<file path="src/rtl/omem_readback_if.sv">
// Bus bundle for the readback engine: OMEM read port toward THEIA and the
// valid/ready word stream toward the host frame sink.
interface omem_readback_if #(
  parameter int unsigned WB_WIDTH  = 32,
  parameter int unsigned CORE_BITS = 2
);
  logic [CORE_BITS-1:0] OMBSEL_O;
  logic [WB_WIDTH-1:0]  OMADR_O;
  logic [WB_WIDTH-1:0]  OMEM_I;
  logic [WB_WIDTH-1:0]  DAT_O;
  logic                 VLD_O;
  logic                 RDY_I;
  logic                 LAST_O;

  modport master (
    output OMBSEL_O, OMADR_O, DAT_O, VLD_O, LAST_O,
    input  OMEM_I, RDY_I
  );

  modport slave (
    input  OMBSEL_O, OMADR_O, DAT_O, VLD_O, LAST_O,
    output OMEM_I, RDY_I
  );
endinterface

</file>
<file path="src/rtl/omem_readback.sv">
// Host-side readback engine: walks every word of every THEIA output bank and
// streams the returned pixel words to the host through a 2-entry return FIFO.
module omem_readback #(
  parameter int unsigned WB_WIDTH  = 32,
  parameter int unsigned CORE_BITS = 2,
  parameter int unsigned CNT_W     = 18
) (
  input  logic             CLK_I,
  input  logic             RST_I,
  input  logic             START_I,
  input  logic [CNT_W-1:0] COUNT_I,
  input  logic             DONE_I,
  output logic             BUSY_O,
  output logic             FINISH_O,
  omem_readback_if.master  bus
);

  typedef enum logic [2:0] {
    S_IDLE, S_WAIT_DONE, S_READ, S_DRAIN, S_FIN
  } state_e;

  state_e               state_q, state_d;
  logic [CNT_W-1:0]     cnt_q, cnt_d;
  logic [CNT_W-1:0]     word_q, word_d;
  logic [CORE_BITS-1:0] bank_q, bank_d;
  logic                 inflight_q, inflight_d;
  logic                 infl_last_q, infl_last_d;
  logic [WB_WIDTH-1:0]  fdat_q [2];
  logic [WB_WIDTH-1:0]  fdat_d [2];
  logic [1:0]           flast_q, flast_d;
  logic                 wr_ptr_q, wr_ptr_d;
  logic                 rd_ptr_q, rd_ptr_d;
  logic [1:0]           fcnt_q, fcnt_d;
  logic                 busy_q, busy_d;
  logic                 finish_q, finish_d;

  logic vld_c, pop_c, issue_c, at_last_c;

  // FIFO head drives the host stream; the counters are the read address.
  assign vld_c        = (fcnt_q != 2'd0);
  assign pop_c        = vld_c & bus.RDY_I;
  assign bus.VLD_O    = vld_c;
  assign bus.DAT_O    = fdat_q[rd_ptr_q];
  assign bus.LAST_O   = vld_c & flast_q[rd_ptr_q];
  assign bus.OMBSEL_O = bank_q;
  assign bus.OMADR_O  = WB_WIDTH'(word_q);
  assign BUSY_O       = busy_q;
  assign FINISH_O     = finish_q;

  // Issue only while buffered + returning words, net of this cycle's pop, leave room.
  assign issue_c   = (state_q == S_READ) &&
                     ((3'(fcnt_q) + 3'(inflight_q) - 3'(pop_c)) < 3'd2);
  assign at_last_c = (word_q == cnt_q - CNT_W'(1)) && (bank_q == {CORE_BITS{1'b1}});

  always_comb begin
    state_d     = state_q;
    cnt_d       = cnt_q;
    word_d      = word_q;
    bank_d      = bank_q;
    inflight_d  = issue_c;
    infl_last_d = issue_c & at_last_c;
    fdat_d      = fdat_q;
    flast_d     = flast_q;
    wr_ptr_d    = wr_ptr_q;
    rd_ptr_d    = rd_ptr_q;
    fcnt_d      = fcnt_q + 2'(inflight_q) - 2'(pop_c);

    // Word returned one cycle after its address lands in the FIFO.
    if (inflight_q) begin
      fdat_d[wr_ptr_q]  = bus.OMEM_I;
      flast_d[wr_ptr_q] = infl_last_q;
      wr_ptr_d          = ~wr_ptr_q;
    end
    if (pop_c) rd_ptr_d = ~rd_ptr_q;

    unique case (state_q)
      S_IDLE: begin
        word_d = '0;
        bank_d = '0;
        if (START_I) begin
          cnt_d   = COUNT_I;
          state_d = S_WAIT_DONE;
        end
      end
      S_WAIT_DONE: begin
        if (DONE_I) state_d = (cnt_q == '0) ? S_FIN : S_READ;
      end
      S_READ: begin
        if (issue_c) begin
          if (at_last_c) begin
            state_d = S_DRAIN;
          end else if (word_q == cnt_q - CNT_W'(1)) begin
            word_d = '0;
            bank_d = bank_q + CORE_BITS'(1);
          end else begin
            word_d = word_q + CNT_W'(1);
          end
        end
      end
      S_DRAIN: begin
        // Leave as the final word is popped so FINISH follows it directly.
        if (!inflight_q && (fcnt_q == 2'd0 || (fcnt_q == 2'd1 && pop_c)))
          state_d = S_FIN;
      end
      S_FIN:   state_d = S_IDLE;
      default: state_d = S_IDLE;
    endcase

    busy_d   = (state_d != S_IDLE);
    finish_d = (state_d == S_FIN);
  end

  always_ff @(posedge CLK_I) begin
    if (!RST_I) begin
      state_q     <= S_IDLE;
      cnt_q       <= '0;
      word_q      <= '0;
      bank_q      <= '0;
      inflight_q  <= 1'b0;
      infl_last_q <= 1'b0;
      fdat_q[0]   <= '0;
      fdat_q[1]   <= '0;
      flast_q     <= '0;
      wr_ptr_q    <= 1'b0;
      rd_ptr_q    <= 1'b0;
      fcnt_q      <= '0;
      busy_q      <= 1'b0;
      finish_q    <= 1'b0;
    end else begin
      state_q     <= state_d;
      cnt_q       <= cnt_d;
      word_q      <= word_d;
      bank_q      <= bank_d;
      inflight_q  <= inflight_d;
      infl_last_q <= infl_last_d;
      fdat_q      <= fdat_d;
      flast_q     <= flast_d;
      wr_ptr_q    <= wr_ptr_d;
      rd_ptr_q    <= rd_ptr_d;
      fcnt_q      <= fcnt_d;
      busy_q      <= busy_d;
      finish_q    <= finish_d;
    end
  end

endmodule

</file>
<file path="src/flat_wrapper.sv">
// flat-port wrapper written by rule: the top's interface ports become plain ports
module omem_readback_flat 
#(
  parameter int unsigned WB_WIDTH  = 32,
  parameter int unsigned CORE_BITS = 2,
  parameter int unsigned CNT_W     = 18
)
  (CLK_I, RST_I, START_I, COUNT_I, DONE_I, BUSY_O, FINISH_O, bus_OMBSEL_O, bus_OMADR_O, bus_DAT_O, bus_VLD_O, bus_LAST_O, bus_OMEM_I, bus_RDY_I);
  omem_readback_if #(.WB_WIDTH(WB_WIDTH), .CORE_BITS(CORE_BITS)) bus_i ();
  input  logic CLK_I;
  input  logic RST_I;
  input  logic START_I;
  input  logic [CNT_W-1:0] COUNT_I;
  input  logic DONE_I;
  output logic BUSY_O;
  output logic FINISH_O;
  output wire logic [$bits(bus_i.OMBSEL_O)-1:0] bus_OMBSEL_O;
  output wire logic [$bits(bus_i.OMADR_O)-1:0] bus_OMADR_O;
  output wire logic [$bits(bus_i.DAT_O)-1:0] bus_DAT_O;
  output wire logic [$bits(bus_i.VLD_O)-1:0] bus_VLD_O;
  output wire logic [$bits(bus_i.LAST_O)-1:0] bus_LAST_O;
  input wire logic [$bits(bus_i.OMEM_I)-1:0] bus_OMEM_I;
  input wire logic [$bits(bus_i.RDY_I)-1:0] bus_RDY_I;
  assign bus_OMBSEL_O = bus_i.OMBSEL_O;
  assign bus_OMADR_O = bus_i.OMADR_O;
  assign bus_DAT_O = bus_i.DAT_O;
  assign bus_VLD_O = bus_i.VLD_O;
  assign bus_LAST_O = bus_i.LAST_O;
  assign bus_i.OMEM_I = bus_OMEM_I;
  assign bus_i.RDY_I = bus_RDY_I;
  omem_readback #(.WB_WIDTH(WB_WIDTH), .CORE_BITS(CORE_BITS), .CNT_W(CNT_W)) u_core (.CLK_I(CLK_I), .RST_I(RST_I), .START_I(START_I), .COUNT_I(COUNT_I), .DONE_I(DONE_I), .BUSY_O(BUSY_O), .FINISH_O(FINISH_O), .bus(bus_i));
endmodule
</file>
<file path="config.mk">
export PLATFORM = sky130hd
export DESIGN_NAME = omem_readback_flat
export DESIGN_NICKNAME = d
export VERILOG_FILES = /design/src/rtl/omem_readback_if.sv /design/src/rtl/omem_readback.sv /design/src/flat_wrapper.sv
export SDC_FILE = /design/constraint.sdc
export NUM_CORES = 1
export LEC_CHECK = 0
export ABC_CLOCK_PERIOD_IN_PS = 4000
export BUFFER_PORTS_ARGS = -buffer_cell sky130_fd_sc_hd__buf_2
export CAP_MARGIN = 20
export CORE_MARGIN = 5
export CORE_UTILIZATION = 40
export DETAILED_ROUTE_END_ITERATION = 10
export SYNTH_ARGS = -nofsm -noshare
export SYNTH_HDL_FRONTEND = slang
export SYNTH_SLANG_ARGS = --single-unit
</file>
<file path="constraint.sdc">
create_clock -name CLK_I -period 4 [get_ports CLK_I]
set_input_delay 0.8 -clock CLK_I [delete_from_list [all_inputs] [get_ports CLK_I]]
set_output_delay 0.8 -clock CLK_I [all_outputs]
set_load 0.1 [all_outputs]
</file>
==> results.cfg <==
[clock_tree]
cts_hold_buf = 0
cts_buffer_depth = 2
cts-root-buf = clkbuf_16
clk_latency_ns = 0.42
htree_levels = 4
clk_pin_slew_ns = 0.06
cts_tree = done
post_cts_buffers = 0
cts_inserted_buffers = 17
clock-sinks = 115
cts_resized = 0

[synthesis]
synth_seq_cells = 115
ys_warn_count = 0
ys_seq_area_share_pct = 40.7
synth_cells = 708
ys_types = 59
ys_async_sr_fraction_pct = 0
syn_area_sq_um = 5650
syn_avg_cell_area_sq_um = 7.99
synth-main-ff-cell = dfxtp_1
synth-edff-count = 0

[layout]
regArea_sq_um = 2300
final_cells = 995
diodes = 0
fin_area_sq_um = 6850
nets = 863
multiInputGateArea_sq_um = 3090
layout_commonest_cell = nand2_1
n_fill_cell = 1356
layout_common_cells = nand2_1, dfxtp_1, buf_2
drive_gt1_share_pct = 24.3
area_growth_pct = 21.2

[place]
gp_congestion = 0.846
place_inst = 962
dpl_cell_area_sq_um = 6260
dpl.hpwl_um = 10800
dp_slack_ns = 0.570
port_buffers = 110

[detailed_routing]
ant_nets = 0
drt_iter0_markers = 299
drcViolationCount = 0
wirelength_um = 15400
vias = 5218
firstDrtPassIters = 5
vias_per_cell = 5.24
routedWlPerCell_um = 15.5

[die]
core_area_sq_um = 13900
ios = 125
start_util_pct = 40.7
die_x_um = 129
die_area_sq_um = 16600
rows = 43
die_y_um = 129

[min_path]
hold_class = reg -> reg
whs_path_depth = 2

[timing]
rsz0062_at_grt = false
finalSetupTns_ns = 0
finalHoldViolCount = 0
max_clock_freq_mhz = 298
slew_headroom_pct = 42.8
tightest_slew_ns = 0.856
final-max-slew-violation-count = 0
setup-violations-final = 0
finalWorstSetupSlack_ns = 0.643
post-route-period-util_pct = 83.9
period_minus_slack_ns = 3.36
skew_ns = 0.0126

[setup_path]
cp.arrival_ns = 3.66
path_cells = inv_1 > ha_1 > nor4b_2 > nand2_1 > o311ai_1 > nor2_1 > a211oi_1 > nand4_2 > nand2_2 > nor3_2 > a221o_1
cp-start-kind = flip-flop
cp_slowest_cell = ha_1
worstPathRequired_ns = 4.30
worst_setup_path_end_kind = flip-flop
crit_path_max_fanout = 14
critPathKind = reg -> reg
critPathMaxStageDelay_ns = 0.46
rr_worst_depth = 11

[power_and_ir_drop]
seqPwrFrac_pct = 35.4
comb_power_share_pct = 21.8
switching_share_pct = 32.4
pwr_density_cell_nw_per_um2 = 511
leakagePower_nw = 2.85
peakVddDrop_uv = 371
p_sw_w = 0.00113
power_frac_clock_pct = 42.8
p_int_w = 0.00237

[global_routing]
grt_max_degree = 48
grt_usage_pct = 19.1
antenna_found_initial = 1
grt.overflow.total = 0
first_global_vias = 5217
grt_first_pass_wirelength_um = 25300

[flow_run]
cap_violations = 0

[outcome]
run_status = complete, no violations
layer usage:
layer  up-vias  track usage (%)  share of wire (%)
li1       2577                -                  -
met2       159             32.9                 50
met3        13             6.14                6.8
met5         -                0              0.045
met1      2467             22.7                 42
met4         2             5.56               0.98
logic make-up (layout without fill, tap and decap cells):
| kind of cell | count (synthesis) | after routing | synth area share [%] |
|---|---|---|---|
| compound gates | 137 | 137 | 14.4 |
| xor+xnor | 34 | 34 | 5.27 |
| fa+ha+maj | 6 | 6 | 1.46 |
| buf+inv | 67 | 161 | 5.62 |
| flops | 115 | 115 | 40.7 |
| mux | 33 | 33 | 6.55 |
| other cells | 1 | 14 | 0.0663 |
| simple gates | 315 | 315 | 25.9 |
area by class of cell:
class | count | share of cell area (%)
Clock buffer | 21 | 6.72
Clock inverter | 11 | 1.86
Inverter | 11 | 0.603
Multi-Input combinational cell | 539 | 45.0
Sequential cell | 115 | 33.6
Tap cell | 180 | 3.29
Timing Repair Buffer | 118 | 8.91
synthesized netlist by cell type (3+ instances only):
cell | instances | share of area [%]
nand2_1 | 185 | 12
dfxtp_1 | 115 | 41
a21oi_1 | 94 | 8.3
nor2_1 | 35 | 2.3
mux2_2 | 32 | 6.4
clkbuf_1 | 31 | 2.1
nand3_1 | 24 | 2.1
xor2_1 | 19 | 2.9
buf_4 | 15 | 2.0
xnor2_1 | 15 | 2.3
inv_1 | 10 | 0.66
nand4_1 | 9 | 1.0
and2_1 | 8 | 0.89
and3_1 | 7 | 0.77
buf_1 | 7 | 0.46
a22o_1 | 6 | 0.93
a31oi_1 | 6 | 0.66
nand2b_1 | 6 | 0.66
nor3_1 | 6 | 0.53
o21ai_0 | 6 | 0.53
a21o_1 | 5 | 0.66
ha_1 | 5 | 1.1
nor4_1 | 5 | 0.55
a221o_1 | 4 | 0.71
or2_2 | 4 | 0.44
a211oi_1 | 3 | 0.40
and4_1 | 3 | 0.46
and4b_1 | 3 | 0.53
nor3b_1 | 3 | 0.40
o211ai_1 | 3 | 0.40
or3_1 | 3 | 0.33
worst max-delay path, delay by kind of cell, from the launching register on:
family / cells / cell delay (ns)
AOI/OAI and AO/OA: 3 / 0.94
adders and majority gates: 1 / 0.46
buffers and inverters: 1 / 0.09
DFF: 1 / 0.38
and+or+nand+nor: 6 / 1.39
power groups by stage:
stage	Sequential [W]	Clock (W)	Combinational, W
after floorplan	0.00127	0	0.000616
after global placement	0.00126	0	0.000753
after global routing	0.00125	0.00158	0.000820
final	0.00124	0.00150	0.000761
after CTS	0.00124	0.00152	0.000764
after detailed placement	0.00126	0	0.000761
final timing paths:
path | start | end | slack [ns]
worst max register to register | u_core.cnt_q[0] | u_core.word_q[5] | 0.64
worst min-delay path | u_core.fdat_q[8] | u_core.fdat_q[8] | 0.45
worst max-delay path | u_core.cnt_q[0] | u_core.word_q[5] | 0.64
worst min register to register | u_core.fdat_q[8] | u_core.fdat_q[8] | 0.45
flip-flops by register name, indices dropped and copies added, names as in the netlist, 2 cells and up:
| signal | count |
|---|---|
| u_core.cnt_q | 18 |
| u_core.state_q | 3 |
| u_core.word_q | 18 |
| u_core.flast_q | 2 |
| u_core.fdat_q | 64 |
| u_core.bus.OMBSEL_O | 2 |
| u_core.fcnt_q | 2 |
stage by stage:
| step | util (%) | hold WS [ns] | power [W] |
|---|---|---|---|
| 6_report | 49.4 | 0.452 | 0.00350 |
| 5_1_grt | 49.4 | 0.473 | 0.00365 |
| 4_1_cts | 49.3 | 0.454 | 0.00353 |
| 3_5_place_dp | 45.1 | 0.446 | 0.00202 |
| 3_3_place_gp | 45.1 | 0.438 | 0.00201 |
| 2_1_floorplan | - | 0.432 | 0.00188 |
Note: power is estimated with default switching activity, not from simulation.
